[src/rtl/bcd_to_bin_if.sv]
// Handshake and data bundle for the BCD-to-binary converter.
// The entry logic is the master; the converter is the slave.
interface bcd_to_bin_if;
    logic       start;
    logic [3:0] centena;
    logic [3:0] dezena;
    logic [3:0] unidade;
    logic       negative;
    logic [7:0] out;
    logic       erro;
    logic       busy;
    logic       done;

    modport master (
        output start, centena, dezena, unidade, negative,
        input  out, erro, busy, done
    );

    modport slave (
        input  start, centena, dezena, unidade, negative,
        output out, erro, busy, done
    );
endinterface

[src/rtl/bcd_to_bin.sv]
// Sequential BCD-to-binary converter (reverse double-dabble).
// Sign plus three BCD digits in, 8-bit two's-complement value out.
// Fixed 11-clock latency from start to the one-cycle done pulse.
module bcd_to_bin (
    input logic         clk,
    input logic         rst,
    bcd_to_bin_if.slave bus
);

    typedef enum logic [1:0] {IDLE, CONV, FINISH} state_t;

    state_t      state;
    logic [11:0] bcd;
    logic [9:0]  mag;
    logic [3:0]  cnt;
    logic        sgn;
    logic        dig_err;
    logic [7:0]  out_r;
    logic        erro_r;
    logic        busy_r;
    logic        done_r;
    logic [21:0] sh;
    logic        fin_err;

    // Per-digit correction after a right shift: digits >= 8 lose 3.
    function automatic logic [11:0] adjust(input logic [11:0] v);
        logic [11:0] r;
        for (int i = 0; i < 3; i++) begin
            r[i*4 +: 4] = (v[i*4 +: 4] >= 4'd8) ? (v[i*4 +: 4] - 4'd3) : v[i*4 +: 4];
        end
        return r;
    endfunction

    // Any digit above 9 is not decimal.
    function automatic logic bad_digit(input logic [3:0] c, input logic [3:0] d,
                                       input logic [3:0] u);
        return (c > 4'd9) || (d > 4'd9) || (u > 4'd9);
    endfunction

    // Magnitude must fit the signed 8-bit range for the given sign.
    function automatic logic out_of_range(input logic s, input logic [9:0] m);
        return (!s && (m > 10'd127)) || (s && (m > 10'd128));
    endfunction

    // Apply the sign to an in-range magnitude.
    function automatic logic [7:0] to_twos(input logic s, input logic [9:0] m);
        logic [7:0] m8;
        m8 = m[7:0];
        return s ? (~m8 + 8'd1) : m8;
    endfunction

    assign sh      = {bcd, mag} >> 1;
    assign fin_err = dig_err | out_of_range(sgn, mag);

    // Control FSM plus shift datapath; all outputs registered.
    always_ff @(posedge clk) begin
        if (rst) begin
            state   <= IDLE;
            bcd     <= '0;
            mag     <= '0;
            cnt     <= '0;
            sgn     <= 1'b0;
            dig_err <= 1'b0;
            out_r   <= '0;
            erro_r  <= 1'b0;
            busy_r  <= 1'b0;
            done_r  <= 1'b0;
        end else begin
            case (state)
                IDLE: begin
                    done_r <= 1'b0;
                    if (bus.start) begin
                        bcd     <= {bus.centena, bus.dezena, bus.unidade};
                        sgn     <= bus.negative;
                        mag     <= '0;
                        cnt     <= '0;
                        dig_err <= bad_digit(bus.centena, bus.dezena, bus.unidade);
                        busy_r  <= 1'b1;
                        state   <= CONV;
                    end
                end
                CONV: begin
                    // Shifting continues even with a digit error so latency stays uniform.
                    bcd <= adjust(sh[21:10]);
                    mag <= sh[9:0];
                    cnt <= cnt + 4'd1;
                    if (cnt == 4'd9) begin
                        state <= FINISH;
                    end
                end
                FINISH: begin
                    erro_r <= fin_err;
                    out_r  <= fin_err ? 8'd0 : to_twos(sgn, mag);
                    done_r <= 1'b1;
                    busy_r <= 1'b0;
                    state  <= IDLE;
                end
                default: begin
                    state <= IDLE;
                end
            endcase
        end
    end

    assign bus.out  = out_r;
    assign bus.erro = erro_r;
    assign bus.busy = busy_r;
    assign bus.done = done_r;

endmodule
[src/flat_wrapper.sv]
// flat-port wrapper written by rule: the top's interface ports become plain ports
module bcd_to_bin_flat 
  (clk, rst, bus_start, bus_centena, bus_dezena, bus_unidade, bus_negative, bus_out, bus_erro, bus_busy, bus_done);
  bcd_to_bin_if bus_i ();
  input logic clk;
  input logic rst;
  input wire logic [$bits(bus_i.start)-1:0] bus_start;
  input wire logic [$bits(bus_i.centena)-1:0] bus_centena;
  input wire logic [$bits(bus_i.dezena)-1:0] bus_dezena;
  input wire logic [$bits(bus_i.unidade)-1:0] bus_unidade;
  input wire logic [$bits(bus_i.negative)-1:0] bus_negative;
  output wire logic [$bits(bus_i.out)-1:0] bus_out;
  output wire logic [$bits(bus_i.erro)-1:0] bus_erro;
  output wire logic [$bits(bus_i.busy)-1:0] bus_busy;
  output wire logic [$bits(bus_i.done)-1:0] bus_done;
  assign bus_i.start = bus_start;
  assign bus_i.centena = bus_centena;
  assign bus_i.dezena = bus_dezena;
  assign bus_i.unidade = bus_unidade;
  assign bus_i.negative = bus_negative;
  assign bus_out = bus_i.out;
  assign bus_erro = bus_i.erro;
  assign bus_busy = bus_i.busy;
  assign bus_done = bus_i.done;
  bcd_to_bin u_core (.clk(clk), .rst(rst), .bus(bus_i));
endmodule
[config.mk]
export PLATFORM = sky130hd
export DESIGN_NAME = bcd_to_bin_flat
export DESIGN_NICKNAME = d
export VERILOG_FILES = /design/src/rtl/bcd_to_bin_if.sv /design/src/rtl/bcd_to_bin.sv /design/src/flat_wrapper.sv
export SDC_FILE = /design/constraint.sdc
export NUM_CORES = 1
export LEC_CHECK = 0
export CORE_MARGIN = 3
export CORE_UTILIZATION = 52
export CTS_CLUSTER_DIAMETER = 150
export DETAILED_ROUTE_END_ITERATION = 8
export PLACE_DENSITY = 0.78
export SLEW_MARGIN = 10
export SYNTH_ARGS = -nofsm -noshare
export SYNTH_HDL_FRONTEND = slang
export SYNTH_SLANG_ARGS = --single-unit
[constraint.sdc]
create_clock -name clk -period 1.9 [get_ports clk]
set_input_delay 0.38 -clock clk [delete_from_list [all_inputs] [get_ports clk]]
set_output_delay 0.38 -clock clk [all_outputs]
set_load 0.01 [all_outputs]
==> impl_metrics.tcl <==
set metrics [dict create \
    hold_viol_final 0 \
    synth.top_cell.area_share_pct 43.1 \
    slew_headroom_pct 63.8 \
    hold_slack_ps 446 \
    root_buffer "clkbuf_8" \
    die_y_um 66.5 \
    synthToLayoutAreaGrowth_pct 27.4 \
    cts.path.max_buffers 2 \
    ir_drop_mv 0.539 \
    skew_ps 7.47 \
    place_ws_ps 34.4 \
    die_area_sq_um 4420 \
    grt_usage_pct 20.4 \
    wire_per_inst_um 13.6 \
    wirelength_um 4020 \
    synth-seq-cells 41 \
    antenna_found_initial 0 \
    antenna_cells 0 \
    final_nets 271 \
    grt_pass1_vias 1521 \
    grt_pass1_wl_um 6830 \
    finalCritPeriodShare_pct 94.9 \
    cts.clk_slew.worst_paths_ps 80 \
    setup_ws_ps 96.1 \
    required_ps 2110 \
    holdBufCountCts 0 \
    met1_usage_pct 26.6 \
    power_leakage_nw 0.922 \
    synth_warnings 0 \
    hold_class "flop to flop" \
    port_buffers 26 \
    grt_busiest_layer "met2" \
    clock.fmax_ghz 0.554 \
    rows 21 \
    synth.area.top_cells "dfxtp_1, ha_1, nand2_1" \
    num_io_pins 27 \
    setup_viol 0 \
    synth_nets 233 \
    syn_area_sq_um 1900 \
    synth_edf_count 0 \
    drv_slew 0 \
    synthArstFlopShare_pct 0 \
    use_met2_pct 32.5 \
    place.gp.congestion 0.842 \
    syn_inst 210 \
    final_antenna_net_count 0 \
    critPathCaptureType "flop" \
    dp_hpwl_um 2950 \
    tns_ps 0 \
    cts_buffers 5 \
    ys_dominant_reg_cell "dfxtp_1" \
    clk_latency_ps 290 \
    status "complete, no violations" \
    worstPathArrival_ps 2020 \
    htreeDepth 2 \
    grt_max_degree 15 \
    maxCapViolations 0 \
    cts_sinks 41 \
    cts_tree "yes" \
    start_util_pct 55.3 \
    placeableCoreArea_sq_um 3440 \
    synth.largest_area_cell "dfxtp_1" \
    period_needed_ps 1800 \
    power_density_nw_per_um2 773 \
    path_class "flop to flop" \
    cp_max_fo 8 \
    start_kind "flop" \
    vias 1616 \
    initialDrtViolationCount 70 \
    grt_util_met3_pct 6.07 \
    worstMarginPinSlew_ps 541 \
    drc 0 \
    grt-ovfl-total 0 \
    synth_area_per_cell_sq_um 9.07 \
    die_w_um 66.5 \
    ys_seq_area_share_pct 43.1 \
    via_per_inst 5.48 \
    drive_above_1_share_pct 16.5 \
    ys_types 41 \
    dr.pass1.iters 4 \
]
[routing by layer]
layer,vias to the layer above,part of all wire [%]
li1,826,-
met1,746,49
met2,40,45
met3,4,5.6
met4,0,0.90
met5,-,0
[cells in the mapped netlist (all sizes together) (3+ instances only)]
master / n
a2bb2oi: 4
a22o: 10
nor2: 21
nand2: 21
clkbuf: 7
o21ai: 19
nand2b: 4
a21oi: 15
nor2b: 3
ha: 7
xor2: 4
inv: 13
xnor2: 6
dfxtp: 41
a311oi: 5
[repair_timing]
action	in CTS	in global routing
buffers inserted	0	2
hold endpoints to repair	0	0
setup endpoints to repair	0	8
gates resized for setup	0	8
[final timing paths]
| path | from | endpoint | slack (ps) | cells past startpoint |
|---|---|---|---|---|
| hold / removal | u_core.bus.out[1] | u_core.bus.out[1] | 450 | 2 |
| hold reg to reg | u_core.bus.out[1] | u_core.bus.out[1] | 450 | 2 |
| setup reg to reg | u_core.mag[0] | u_core.bus.out[0] | 100 | 6 |
| setup / recovery | u_core.mag[0] | u_core.bus.out[0] | 100 | 6 |
[kinds of logic (layout without fill, tap and decap cells)]
family | after synthesis | in the layout | synth area share, %
adder cells (fa/ha/maj) | 7 | 7 | 4.60
AND/OR/NAND/NOR | 62 | 62 | 16.8
multiplexers | 2 | 2 | 1.12
AO/OA/AOI/OAI | 66 | 66 | 24.9
XOR/XNOR | 10 | 10 | 4.60
buffers and inverters | 22 | 61 | 4.93
flip-flops | 41 | 41 | 43.1
[placed cells by master, fill, tap and decap left out, types with 4 or more instances in the layout]
cell / n
a2bb2oi_1: 4
clkbuf_8: 6
nand2b_1: 4
xnor2_1: 6
ha_1: 6
nand2_1: 21
a311oi_1: 5
a22o_1: 8
o21ai_0: 11
clkdlybuf4s50_1: 26
buf_4: 14
o21ai_1: 6
inv_1: 11
dfxtp_1: 40
xor2_1: 4
a21oi_1: 15
nor2_1: 21
[through the flow]
step	std cells	util [%]	instance area, sq um	total power, mW
finish	295	70.5	2430	1.87
global route	295	70.5	2430	1.96
CTS	293	69.4	2390	1.89
detailed placement	285	65.9	2270	1.17
global placement	285	65.9	2270	1.17
floorplan	210	-	1900	1.08
[worst max-delay path, cell delays in order, from the launching register on]
cell      delay (ps)
dfxtp_2          330
inv_2             70
ha_4             140
or4b_4           470
o41ai_4          300
nand4b_4         220
o21ai_1          190
[sequential cells by signal, indices dropped and copies added (netlist names)]
name	cells
u_core.bus.out	8
u_core.bus.erro	1
u_core.bcd	12
u_core.bus.done	1
u_core.state	2
u_core.bus.busy	1
u_core.cnt	4
u_core.dig_err	1
u_core.sgn	1
u_core.mag	10
[where the power goes]
part	internal (mW)	switching, mW	leakage (nW)	total [mW]
Clock	0.427	0.294	0.0574	0.721
Sequential	0.893	0.0390	0.334	0.932
Combinational	0.113	0.109	0.530	0.222
[cell type report]
class	count	area [sq um]
clock buffer	6	82.6
clock inverter	2	37.5
fill	257	1020
inverter	13	48.8
multi-input combinational	147	1010
sequential	41	822
tap	46	57.6
timing repair buffer	40	365
Power figures use the tool's default switching activity.
